==> config.mk <==
export PLATFORM = sky130hd
export DESIGN_NAME = pf1
export DESIGN_NICKNAME = d
export VERILOG_FILES = /design/src/rtl/pf1.sv
export SDC_FILE = /design/constraint.sdc
export NUM_CORES = 1
export LEC_CHECK = 0
export ABC_CLOCK_PERIOD_IN_PS = 2900
export CAP_MARGIN = 20
export CORE_AREA = 5 5 93 103
export DETAILED_ROUTE_END_ITERATION = 8
export DIE_AREA = 0 0 98 108
export GPL_ROUTABILITY_DRIVEN = 0
export HOLD_SLACK_MARGIN = 0.12
export PLACE_DENSITY = 0.8
export SLEW_MARGIN = 10
export SYNTH_ARGS = -nofsm -noshare
export SYNTH_HDL_FRONTEND = slang
export SYNTH_SLANG_ARGS = --single-unit
==> constraint.sdc <==
create_clock -name clkpf1 -period 2.9 [get_ports clkpf1]
set_input_delay 0.58 -clock clkpf1 [delete_from_list [all_inputs] [get_ports clkpf1]]
set_output_delay 0.58 -clock clkpf1 [all_outputs]
set_load 0.005 [all_outputs]
==> src/rtl/pf1.sv <==
// pf1: IF/ID pipeline register capturing PC+4 and the fetched instruction, with stall, flush and misalign flag.
// Optional build macro PF1_LOAD_COUNT_EN adds a 32-bit load_cnt_q counter of load edges.
module pf1 #(
    parameter int               WIDTH    = 32,
    parameter logic [WIDTH-1:0] NOP_WORD = '0
) (
    input  logic             clkpf1,
    input  logic             rst,
    input  logic [WIDTH-1:0] out_four,
    input  logic [WIDTH-1:0] instr_in,
    input  logic             stall,
    input  logic             flush,
    output logic [WIDTH-1:0] pc4_q,
    output logic [WIDTH-1:0] pc_q,
    output logic [WIDTH-1:0] instr_q,
    output logic             valid_q,
    output logic             misalign_q
`ifdef PF1_LOAD_COUNT_EN
    ,
    output logic [31:0]      load_cnt_q
`endif
);

    // Flush wins over stall; a load happens only when neither is asserted.
    logic load_en;
    assign load_en = !flush && !stall;

    // NOTE: sequential state uses non-blocking (<=) so every flop samples pre-edge values.
    always_ff @(posedge clkpf1 or posedge rst) begin
        if (rst) begin
            pc4_q      <= '0;
            instr_q    <= NOP_WORD;
            valid_q    <= 1'b0;
            misalign_q <= 1'b0;
        end else if (flush) begin
            pc4_q      <= '0;
            instr_q    <= NOP_WORD;
            valid_q    <= 1'b0;
            misalign_q <= 1'b0;
        end else if (load_en) begin
            // NOTE: the missing final else is a clock-enable hold on a flop, not a latch.
            pc4_q      <= out_four;
            instr_q    <= instr_in;
            valid_q    <= 1'b1;
            misalign_q <= (out_four[1:0] != 2'b00);
        end
    end

    // PC is recovered from PC+4 and wraps at zero.
    assign pc_q = pc4_q - WIDTH'(4);

`ifdef PF1_LOAD_COUNT_EN
    always_ff @(posedge clkpf1 or posedge rst) begin
        if (rst) begin
            load_cnt_q <= '0;
        end else if (load_en) begin
            load_cnt_q <= load_cnt_q + 32'd1;
        end
    end
`endif

endmodule

== Word-level counts from Yosys, hierarchy flattened ==
Index checks and enable logic that the tools add are counted.

* Mux-type cells: 8
* Reductions and logical operators: 5
* Add/sub/neg operators: 1
* Multiply operators: 0
* Bitwise gates (word level): 0
* Divide/modulo/power cells: 0
* Shift-type cells: 0
* Magnitude comparators: 0
* Equality and inequality tests: 0

{| class="wikitable"
|+ Operators with widths
! kind !! number
|-
| 2-to-1 mux 32 bit || 4
|-
| subtractor 32 x 3 -> 32 bit (second input constant) || 1
|-
| 2-to-1 mux 1 bit || 4
|-
| nonzero test 2 bit || 2
|-
| zero test 1 bit || 2
|-
| logical AND 1 bit || 1
|}

* Word-level logic and storage cells: 18
* Memory bits (writable): 0
* Latch bits: 0
* Input port bits: 68
* Flip-flop bits (word level): 66
* Memories: 0
* Bits in read-only memories: 0

== Longest topological paths before layout ==
* Depth in word-level cells: 4
* Depth in mapped cells: 6

== Least setup slack after synthesis ==
OpenSTA, ideal clock, no wires.

* Kind: register to output
* Start: reg pc4_q[2]
* End: out pc_q[14]
* Arrival: 1.736 ns
* Stages on the path, launching flop included: 7
* Setup slack: 0.584 ns
* Data required time: 2.320 ns
* Cell sequence: dfrtp_1 -> inv_1 -> ha_1 -> nor3b_1 -> nand3_1 -> nor4_1 -> xor2_1

* Longest elaborated chain between the ends: 1

{| class="wikitable"
|+ Ends and longest elaborated chain
! item !! RTL line !! text
|-
| from (decl) || 13 || <nowiki>output logic [WIDTH-1:0] pc4_q,</nowiki>
|-
| from (signal assigned) || 42 || <nowiki>pc4_q <= out_four;</nowiki>
|-
| subtractor 32 x 3 -> 32 bit || 50 || <nowiki>assign pc_q = pc4_q - WIDTH'(4);</nowiki>
|-
| to (decl) || 14 || <nowiki>output logic [WIDTH-1:0] pc_q,</nowiki>
|}

Every way passes these cells.

== Worst setup path after layout ==
* Start: reg pc4_q[14]
* End: out pc_q[22]

The elaborated chain is that of the path after synthesis.

==> flow_summary.toml <==
[outcome]
status = "finished, violations left"
violations = "setup timing"

[setup_path]
r2r_slack_ps = 1840
criticalPathCategory = "reg -> out"
crit_start = "pc4_q[14]"
required_ps = 2320
r2r_cells = 4
reg2reg_to = "pc4_q[11]"
start_kind = "flip-flop"
path_max_fanout = 4
endpoint_kind = "output port"
crit_path_end = "pc_q[22]"
r2r-start = "pc4_q[11]"
cp.arrival_ps = 2390

[timing]
setup_viol = 2
tightest_slew_ps = 752.0
skew_ps = 0
slew-limit-headroom = 0.4979
grt_setup_unrepaired = "true"
tns_ps = -90.08
setup_slack_ps = -66.49
slew_violations = 0
fin_crit_sh = 1.023
min_period_ps = 2966
fmax_mhz = 337.1
hold_viol = 0
holdWs_ps = 514.3

[layout]
syn_to_final_growth_pct = 77.03
final_nets = 569
seq_area_um2 = 1664
final_cell_mix = "clkdlybuf4s50_1, nor2_1, mux2i_1"
mostFrequentLayoutCell = "clkdlybuf4s50_1"
multiInputGateArea_um2 = 1762
layout-drive-gt1-share = 0.2040
num-fill-cells = 611
antennaDiodeCount = 0

[synthesis]
yosysTopAreaCell = "dfrtp_1"
syn_inst = 305
synth_nets = 374
synth_area_leaders = "dfrtp_1, mux2i_1, nor2_1"
synth.avg_cell_area_um2 = 10.68
ys_ff_latch = 66
synth_cell_types = 29
netlist_area_um2 = 3257
yosys_warnings = 0
synth_seq_area_share = 0.5071
synth_top_area_frac = 0.5071

[clocking]
cts-root-buf = "clkbuf_8"
cts_hold_buf = 0
numCtsBuffers = 9
cts_max_level = 3
clkLatencyLatePin_ps = 330
cts_tree = "built"
clockBufferDepth = 2
clock-sinks = 66
clk_pin_slew_ps = 70

[global_routing]
overflow = 0
grt_max_degree = 41
antenna_found_initial = 0
grt_pass1_vias = 3287
grt_pass1_wl_um = 16870
grt_usage = 0.1982

[pwr]
powerDensity_nw_per_um2 = 456.5
power.leakage_nw = 2.744
ir_worst_vdd_mv = 0.2606

[routing]
drt_iter0_drc = 75
wl_per_cell_um = 17.84
ant_nets = 0
drc_errors = 0
first_pass_iters = 4
vias = 3067
via_per_inst = 4.979
drt-total-wl_um = 10990

[place]
portBuffers = 165
hpwl_um = 7370
dp_slack_ps = 88.33

[floorplan]
io_pins = 166
row_count = 35
dieArea_um2 = 10580
core_region_area_um2 = 8364
die_y_um = 108
dieWidth_um = 98
initial_core_util = 0.3894

[flow_run]
drv_cap = 0

[hold_path]
hold_path.class = "reg -> reg"
stage by stage:
stage,instance area [um^2],power (W),util,cells
after CTS,5632,0.002619,0.6733,609
after global placement,5101,0.001651,0.6099,577
final,5766,0.002632,0.6893,616
after global routing,5766,0.002748,0.6893,616
after detailed placement,5101,0.001665,0.6099,577
after floorplan,3257,0.001278,-,305
registers in the layout, indices dropped and copies added, names as in the netlist:
| signal | cells |
|---|---|
| misalign_q | 1 |
| valid_q | 1 |
| instr_q | 32 |
| pc4_q | 32 |
cells in the mapped netlist:
master    count
nand4_4       1
inv_1         6
nand2b_1      1
buf_4         2
dfrtp_1      66
o31ai_1       1
nand3_1       4
nor4_2        2
o21ai_0       2
xnor2_1       4
clkbuf_1      9
nor3_1        8
nor3b_1       1
nand4_2       1
a21oi_1       2
or4_1         4
nor2_1       76
nand2_1       6
buf_2         4
nand4_1       1
xor2_1       21
nand3b_1      1
or3_1         3
nor4_4        2
buf_1         2
nor4_1        9
mux2i_1      64
ha_1          1
clkbuf_2      1
kinds of logic after synthesis:
kind of cell,synth area share
AOI/OAI and AO/OA,0.008453
buffers and inverters,0.03188
adders and majority gates,0.003841
muxes,0.1967
and+or+nand+nor,0.1848
xor gates and xnor gates,0.06723
DFF,0.5071
cell type report:
type	count	area share
well taps	111	0.02409
multi-input cells	216	0.3056
flip-flops and latches	66	0.2886
clock buffers	10	0.02387
repair buffers	201	0.3383
clock inverters	6	0.01562
inverters	6	0.003906
worst min path at each step:
stage	cells after the start	start	slack (ps)	end
5_1_grt	2	valid_q	550	valid_q
2_1_floorplan	2	misalign_q	510	misalign_q
3_5_place_dp	2	valid_q	510	valid_q
4_1_cts	2	valid_q	520	valid_q
3_3_place_gp	2	instr_q[19]	500	instr_q[19]
6_report	2	valid_q	510	valid_q
metal layers:
metal,vias to the layer above,GRT usage,share of wire
li1,1430,-,-
met1,1476,0.2210,0.38
met2,137,0.3526,0.52
met3,24,0.06000,0.073
met4,0,0.08210,0.028
met5,-,0,0
power breakdown:
part           internal [W]  switching [W]
registers          0.000973      0.0000590
logic              0.000418       0.000301
clock network      0.000509       0.000372
total               0.00190       0.000732
repair_timing:
item | CTS | global route
gates resized for setup | 50 | 24
hold endpoints to repair | 0 | 0
setup buffers | 15 | 7
gates cloned | 1 | 0
pin swaps | 16 | 8
setup endpoints to repair | 20 | 12
critical path, stage by stage, from the launching register on:
cell and delay, ps:
dfrtp_2 450, nor4_4 300, buf_6 170, nand4_4 150
nor3_2 260, xor2_1 190, clkdlybuf4s50_1 540
(Power assumes the default switching activity.)
